==> config.mk <==
export PLATFORM = sky130hd
export DESIGN_NAME = vga_timing_gen
export DESIGN_NICKNAME = d
export VERILOG_FILES = /design/src/rtl/vga_timing_gen.sv
export SDC_FILE = /design/constraint.sdc
export NUM_CORES = 1
export LEC_CHECK = 0
export ABC_AREA = 1
export CAP_MARGIN = 0
export CORE_UTILIZATION = 49
export DETAILED_ROUTE_END_ITERATION = 12
export GPL_TIMING_DRIVEN = 0
export HOLD_SLACK_MARGIN = 0.08
export PLACE_DENSITY = 0.71
export SKIP_LAST_GASP = 1
export SYNTH_ARGS = -nofsm -noshare
export SYNTH_HDL_FRONTEND = slang
export SYNTH_SLANG_ARGS = --single-unit
export TNS_END_PERCENT = 50
==> constraint.sdc <==
create_clock -name VIDEO_CLK -period 1.8 [get_ports VIDEO_CLK]
set_input_delay 0.36 -clock VIDEO_CLK [delete_from_list [all_inputs] [get_ports VIDEO_CLK]]
set_output_delay 0.36 -clock VIDEO_CLK [all_outputs]
set_load 0.01 [all_outputs]
==> src/rtl/vga_timing_gen.sv <==
// Raster timing generator with raw X/Y counters, registered sync/blank outputs,
// and an optional external frame-sync mode with lock tracking and a wait-line timeout.
module vga_timing_gen #(
    parameter int H_VISIBLE      = 1024,
    parameter int H_FRONT_PORCH  = 40,
    parameter int H_SYNC_PULSE   = 104,
    parameter int H_BACK_PORCH   = 144,
    parameter int V_VISIBLE      = 600,
    parameter int V_FRONT_PORCH  = 1,
    parameter int V_SYNC_PULSE   = 3,
    parameter int V_BACK_PORCH   = 18,
    parameter int CW             = 12,
    parameter bit HS_POL         = 1'b0,
    parameter bit VS_POL         = 1'b1,
    parameter int MAX_WAIT_LINES = 64,
    parameter int LOCK_FRAMES    = 2
) (
    input  logic          VIDEO_CLK,
    input  logic          RESET_N,
    input  logic          ENABLE,
    input  logic          SYNC_EN,
    input  logic          SYNC,
    output logic [CW-1:0] X_O,
    output logic [CW-1:0] Y_O,
    output logic          HS,
    output logic          VS,
    output logic          DE,
    output logic          VISIBLE_X,
    output logic          VISIBLE_Y,
    output logic          FRAME_START,
    output logic          LOCKED,
    output logic          SYNC_MISSED,
    output logic [15:0]   FRAME_CNT
);
    localparam int H_BLANK = H_FRONT_PORCH + H_SYNC_PULSE + H_BACK_PORCH;
    localparam int H_TOTAL = H_BLANK + H_VISIBLE;
    localparam int V_BLANK = V_FRONT_PORCH + V_SYNC_PULSE + V_BACK_PORCH;
    localparam int V_TOTAL = V_BLANK + V_VISIBLE;
    localparam int WW      = $clog2(MAX_WAIT_LINES + 1);
    localparam int LW      = $clog2(LOCK_FRAMES + 1);

    localparam logic [CW-1:0] H_LAST     = CW'(H_TOTAL - 1);
    localparam logic [CW-1:0] H_SYNC_BEG = CW'(H_FRONT_PORCH);
    localparam logic [CW-1:0] H_SYNC_END = CW'(H_FRONT_PORCH + H_SYNC_PULSE);
    localparam logic [CW-1:0] H_BLANK_C  = CW'(H_BLANK);
    localparam logic [CW-1:0] V_LAST     = CW'(V_TOTAL - 1);
    localparam logic [CW-1:0] V_WAIT     = CW'(V_TOTAL);
    localparam logic [CW-1:0] V_SYNC_BEG = CW'(V_FRONT_PORCH);
    localparam logic [CW-1:0] V_SYNC_END = CW'(V_FRONT_PORCH + V_SYNC_PULSE);
    localparam logic [CW-1:0] V_BLANK_C  = CW'(V_BLANK);
    localparam logic [WW-1:0] WAIT_LAST  = WW'(MAX_WAIT_LINES - 1);
    localparam logic [LW-1:0] LOCK_MAX   = LW'(LOCK_FRAMES);
    localparam logic [LW-1:0] LOCK_PRE   = LW'(LOCK_FRAMES - 1);

    logic [CW-1:0] x, y;
    logic [WW-1:0] wait_cnt;
    logic [LW-1:0] lock_cnt;
    logic          sen_q, pend, sync_q, locked_q, miss_q;

    logic eol, sync_edge, pending, sync_restart, timeout, restart, at_origin;

    always_comb begin
        eol          = ENABLE && (x == H_LAST);
        sync_edge    = SYNC && !sync_q;
        pending      = sen_q && (pend || sync_edge);
        sync_restart = eol && pending;
        timeout      = eol && sen_q && !pending && (y == V_WAIT) && (wait_cnt == WAIT_LAST);
        restart      = sync_restart || timeout || (eol && !sen_q && (y >= V_LAST));
        at_origin    = (x == '0) && (y == '0);
    end

    // Raw counters and mode state; everything advances only on ENABLE.
    always_ff @(posedge VIDEO_CLK or negedge RESET_N) begin
        if (!RESET_N) begin
            x        <= '0;
            y        <= '0;
            wait_cnt <= '0;
            lock_cnt <= '0;
            sen_q    <= 1'b0;
            pend     <= 1'b0;
            sync_q   <= 1'b0;
            locked_q <= 1'b0;
            miss_q   <= 1'b0;
        end else if (ENABLE) begin
            sync_q <= SYNC;
            miss_q <= timeout;
            x      <= eol ? '0 : x + 1'b1;
            if (restart) begin
                y        <= '0;
                sen_q    <= SYNC_EN;
                pend     <= 1'b0;
                wait_cnt <= '0;
                if (sync_restart) begin
                    if (lock_cnt != LOCK_MAX) lock_cnt <= lock_cnt + 1'b1;
                    if (lock_cnt >= LOCK_PRE) locked_q <= 1'b1;
                end else begin
                    lock_cnt <= '0;
                    locked_q <= 1'b0;
                end
            end else begin
                pend <= pending;
                if (eol) begin
                    if (y < V_LAST) begin
                        y <= y + 1'b1;
                    end else begin
                        // Park on the blank wait line until SYNC arrives or the timeout fires.
                        y <= V_WAIT;
                        if (y == V_WAIT) wait_cnt <= wait_cnt + 1'b1;
                    end
                end
            end
        end
    end

    // Output stage: levels freeze with ENABLE low, pulses are qualified by ENABLE.
    always_ff @(posedge VIDEO_CLK or negedge RESET_N) begin
        if (!RESET_N) begin
            HS          <= ~HS_POL;
            VS          <= ~VS_POL;
            DE          <= 1'b0;
            VISIBLE_X   <= 1'b0;
            VISIBLE_Y   <= 1'b0;
            X_O         <= '0;
            Y_O         <= '0;
            FRAME_START <= 1'b0;
            LOCKED      <= 1'b0;
            SYNC_MISSED <= 1'b0;
            FRAME_CNT   <= '0;
        end else begin
            FRAME_START <= ENABLE && at_origin;
            SYNC_MISSED <= ENABLE && miss_q;
            if (ENABLE) begin
                HS        <= (x >= H_SYNC_BEG && x < H_SYNC_END) ? HS_POL : ~HS_POL;
                VS        <= (y >= V_SYNC_BEG && y < V_SYNC_END) ? VS_POL : ~VS_POL;
                VISIBLE_X <= (x >= H_BLANK_C);
                VISIBLE_Y <= (y >= V_BLANK_C) && (y <= V_LAST);
                DE        <= (x >= H_BLANK_C) && (y >= V_BLANK_C) && (y <= V_LAST);
                X_O       <= x - H_BLANK_C;
                Y_O       <= y - V_BLANK_C;
                LOCKED    <= locked_q;
                if (at_origin) FRAME_CNT <= FRAME_CNT + 1'b1;
            end
        end
    end
endmodule

; ---- After elaboration in Yosys (flattened, before gate mapping)
; Index checks and enable logic that the tools add are counted.
[classes]
addsub = 7
magnitude_cmp = 10
n_eq_ne = 7
muxes = 15
reduce_logical = 34
[ops]
columns = operator, n
row1 = $mux W12, 4
row2 = $mux W7, 4
row3 = $add A12 B1 Y12 const B, 2
row4 = $logic_not A12 Y1, 2
row5 = $logic_and A1 B1 Y1, 18
row6 = $add A16 B1 Y16 const B, 1
row7 = $eq A12 B10 Y1 const B, 1
row8 = $eq A12 B11 Y1 const B, 1
row9 = $ge A12 B1 Y1 const B, 1
row10 = $ge A12 B10 Y1 const B, 1
row11 = $ge A12 B5 Y1 const B, 1
row12 = $ge A12 B6 Y1 const B, 1
row13 = $ge A12 B9 Y1 const B, 1
row14 = $le A12 B10 Y1 const B, 1
row15 = $lt A12 B10 Y1 const B, 1
row16 = $lt A12 B3 Y1 const B, 1
row17 = $lt A12 B8 Y1 const B, 1
row18 = $sub A12 B5 Y12 const B, 1
row19 = $sub A12 B9 Y12 const B, 1
row20 = $add A7 B1 Y7 const B, 1
row21 = $eq A7 B6 Y1 const B, 1
row22 = $reduce_and A2 Y1, 3
row23 = $reduce_and A3 Y1, 2
row24 = $mux W1, 5
row25 = 9 further kinds, 17
[word_totals]
register_bits = 86
input_bits = 5
out_inout_bits = 48
elab_cells = 93

; ---- Depth between registers and ports, before layout
[depth]
ltp_word = 12
depth_mapped = 13

; ---- Least setup slack after synthesis
; OpenSTA, ideal clock, no wires.
[synth_timing]
kind = reg-to-reg
start = register x[0]
end = register y[6]
setup_ps = 124
t_arrival_ps = 1495
required_ps = 1676
path_slack_ps = 181
path_stages_with_launch = 11
path_buffers = 0
synth_period_minus_slack_ps = 1619
path_cell_list = dfrtp_1 > ha_1 > nand3_1 > nor2_2 > nand2_1 > nor2_4 > inv_2 > o21ai_4 > nor2_8 > nand2_4 > o21ai_2
[synth_between]
elab_chain_len = 10
elab_cells_between_ends = 14
[synth_rtl]
columns = item, line
row1 = "start, declared", 55  ; logic [CW-1:0] x, y;
row2 = "start signal, assigned", 87  ; x <= eol ? '0 : x + 1'b1;
row3 = $eq A12 B11 Y1 *, 63  ; eol = ENABLE && (x == H_LAST);
row4 = $logic_and A1 B1 Y1 *, 63
row5 = $logic_and A1 B1 Y1 (4 in series), 67  ; timeout = eol && sen_q && !pending && (y == V_WAIT) && (wait_cnt == WAIT_LAST);
row6 = $logic_or A1 B1 Y1 (2 in series), 68  ; restart = sync_restart || timeout || (eol && !sen_q && (y >= V_LAST));
row7 = $reduce_bool A2 Y1 (no source line), --
row8 = $reduce_and A2 Y1 (no source line), --
row9 = "end signal, assigned", 104  ; y <= y + 1'b1;
row10 = "end, declared", 55
; Every way passes the cells marked *; elsewhere a longest branch is shown, timed or not.
; A chain may end at the register's enable or synchronous reset.

; ---- Worst setup path in the final report
[layout_timing]
start = register FRAME_CNT[3]
end = output port FRAME_CNT[3]
[layout_rtl]
columns = item, line
row1 = "start, declared", 33  ; output logic [15:0] FRAME_CNT
row2 = "start signal, assigned", 141  ; if (at_origin) FRAME_CNT <= FRAME_CNT + 1'b1;
; No word-level cell between the ends.

==> impl_metrics.env <==
export IMPL_relSlewSlack_pct=54.4
export IMPL_synth_async_reset_ratio_pct=100
export IMPL_final_area_mm2=0.00631
export IMPL_overflow=0
export IMPL_clockBufferDepth=2
export IMPL_die_x_um=102
export IMPL_slew_violations=0
export IMPL_p_comb_share_pct=22.2
export IMPL_rows=36
export IMPL_first_iter_violations=213
export IMPL_syn_to_final_growth_pct=28.3
export IMPL_synth_area_per_cell_um2=7.90
export IMPL_grt_pass1_vias=4144
export IMPL_critPathTopFamily="buffers and inverters"
export IMPL_vdd_drop_max_mv=0.340
export IMPL_insertion_delay_ps=370
export IMPL_ys_types=43
export IMPL_grt_first_pass_wirelength_um=19600
export IMPL_cts_htree_levels=3
export IMPL_initial_utilization_pct=50.3
export IMPL_synth_edff_count=0
export IMPL_crit_chain="clkdlybuf4s50_1"
export IMPL_wl_per_cell_um=14.7
export IMPL_gp_congestion=0.937
export IMPL_root_buffer="clkbuf_8"
export IMPL_drv_cap=0
export IMPL_synthTopCellsByArea="dfrtp_1 43%, nand2_1 12%, inv_1 5.6%, nor2_1 4.9%, ha_1 3.6%"
export IMPL_critical_path_class="register to primary output"
export IMPL_die_h_um=102
export IMPL_yosys_area_share_simple_pct=31.5
export IMPL_clkPwrFrac_pct=28.9
export IMPL_synth_ff_type="dfrtp_1"
export IMPL_fillers=811
export IMPL_core_mm2=0.00977
export IMPL_ys_ff_latch=86
export IMPL_cp_required_ps=1440
export IMPL_wirelength_um=12500
export IMPL_diodes=0
export IMPL_cp_max_fo=7
export IMPL_p_per_area_mw_per_mm2=736
export IMPL_synth_xor_area_share_pct=4.98
export IMPL_yosys_warnings=0
export IMPL_crit_path_end_kind="primary output"
export IMPL_skew_ps=11.7
export IMPL_cts_tree="done"
export IMPL_synth_top_family_by_area="simple AND/OR/NAND/NOR gates"
export IMPL_synth_fa_ha_area_share_pct=3.56
export IMPL_die_area_mm2=0.0104
export IMPL_p_sw_share_pct=31.1
export IMPL_holdWs_ps=454
export IMPL_hold_violations=0
export IMPL_drive_above_1_share_pct=19.9
export IMPL_setup_viol=0
export IMPL_dp_hpwl_um=8530
export IMPL_dr_pass1_iters=5
export IMPL_period_share_pct=99.7
export IMPL_status="complete, no violations"
export IMPL_io_buffers=52
export IMPL_syn_inst=623
export IMPL_antenna_found_initial=0
export IMPL_final_cell_mix="153 x nand2_1, 75 x dfrtp_1, 69 x inv_1, 53 x nor2_1, 50 x clkdlybuf4s50_1"
export IMPL_p_leak_uw=0.00300
export IMPL_cts_made_buffers=9
export IMPL_slowest_delay_ps=580
export IMPL_layout_min_cycle_time_ps=1800
export IMPL_track_usage_pct=24.4
export IMPL_cp_num_buf_inv=1
export IMPL_hold_class="input pin to asynchronous set/reset pin"
export IMPL_placed_cell_area_mm2=0.00563
export IMPL_antenna_left=0
export IMPL_crit_path_start_kind="register"
export IMPL_final_nets=731
export IMPL_r2r_slack_ps=10
export IMPL_dr_total_vias=4450
export IMPL_fmax_ghz=0.557
export IMPL_synth_fp_nets=642
export IMPL_synth_mux_area_share_pct=0
export IMPL_vias_per_cell=5.24
export IMPL_numClockSinks=86
export IMPL_arrival_ps=1440
export IMPL_internal_power_uw=3200
export IMPL_p_sw_uw=1450
export IMPL_pin_count=53
export IMPL_syn_area_mm2=0.00492
export IMPL_synth_compound_area_share_pct=8.37
export IMPL_rsz0062_at_grt="true"
export IMPL_tightest_slew_ps=684
export IMPL_synth_top_area_share_pct=43.2
export IMPL_drc=0
export IMPL_seqPwrFrac_pct=48.9
export IMPL_grt_start_max_net_pins=59
export IMPL_yosysTopAreaCell="dfrtp_1"
export IMPL_cp_slowest_cell="clkdlybuf4s50_1"
export IMPL_final_common_cell="nand2_1"
export IMPL_ys_seq_area_share_pct=43.8
export IMPL_clkTransAtPathRegs_ps=90
==> through the flow <==
stage	setup TNS, ps	setup slack, ps	total power, µW	utilization [%]	std cells
after floorplan	0	181	2750	-	623
after global placement	-245850	-2760	3120	57.4	808
after detailed placement	-12290	-413	3150	57.6	809
after CTS	-37.4	-26.3	4520	60.6	829
after global routing	-1210	-122	4880	64.6	850
final	0	4.88	4650	64.6	850
==> cell usage after synthesis, drive strengths merged (2+ instances only) <==
cell type,count
a21oi,13
a31oi,7
buf,3
clkbuf,8
dfrtp,85
ha,14
inv,87
nand2,163
nand3,43
nand3b,2
nand4,16
nor2,81
nor3,15
nor3b,2
nor4,3
o21ai,42
o22ai,3
xnor2,10
xor2,18
==> registers in the layout, summed over array words and instances, names as in the netlist, 2 cells and up <==
register,flops
FRAME_CNT,16
X_O,12
Y_O,12
x,12
y,12
wait_cnt,7
lock_cnt,2
==> cell type report <==
type | count | area [µm²] | share of cell area, %
flip-flops and latches | 86 | 2170 | 34.3
plain buffers | 11 | 63.8 | 1.01
multi-input cells | 440 | 2660 | 42.1
clock buffers | 12 | 135 | 2.14
repair buffers | 77 | 732 | 11.6
clock inverters | 4 | 47.5 | 0.753
well taps | 133 | 166 | 2.64
inverters | 87 | 347 | 5.49
==> repair_timing <==
item,4_1_cts,5_1_grt
gates resized for setup,20,57
hold buffers,1,0
endpoints found under the hold margin,27,0
pin swaps,4,14
endpoints found under the setup margin,27,45
gates cloned,0,1
setup buffers,3,20
==> worst register-to-register path: cells and delay by family (launching register included) <==
family / cells / cell delay (ps)
adder cells (fa/ha/maj): 1 / 200
AND/OR/NAND/NOR: 8 / 940
buffers and inverters: 1 / 110
flip-flops: 1 / 430
==> routing by layer <==
metal,track usage (%),vias up,part of all wire [%]
met5,0,-,0
met4,11.0,0,2.8
met3,4.51,29,4.2
met2,40.5,121,49
met1,31.2,2118,44
li1,-,2182,-
==> power groups by stage <==
stage / sequential (µW) / combinational (µW) / clock, µW
detailed placement: 2280 / 864 / 0
global placement: 2280 / 841 / 0
floorplan: 2310 / 440 / 0
global route: 2300 / 1150 / 1440
CTS: 2250 / 901 / 1360
finish: 2270 / 1030 / 1340
==> cells by family after synthesis <==
family / count (synthesis)
DFF: 86
buffers and inverters: 98
xor gates and xnor gates: 28
and+or+nand+nor: 327
AOI/OAI and AO/OA: 70
adders and majority gates: 14
==> worst paths after layout <==
check	depth (start not counted)	from	to
max in group asynchronous	3	RESET_N	y[6]
setup / recovery	1	FRAME_CNT[3]	FRAME_CNT[3]
hold / removal	2	RESET_N	FRAME_CNT[13]
min in group VIDEO_CLK	2	LOCKED	LOCKED
setup reg to reg	10	x[0]	locked_q
hold reg to reg	2	LOCKED	LOCKED
(Power assumes the default switching activity.)
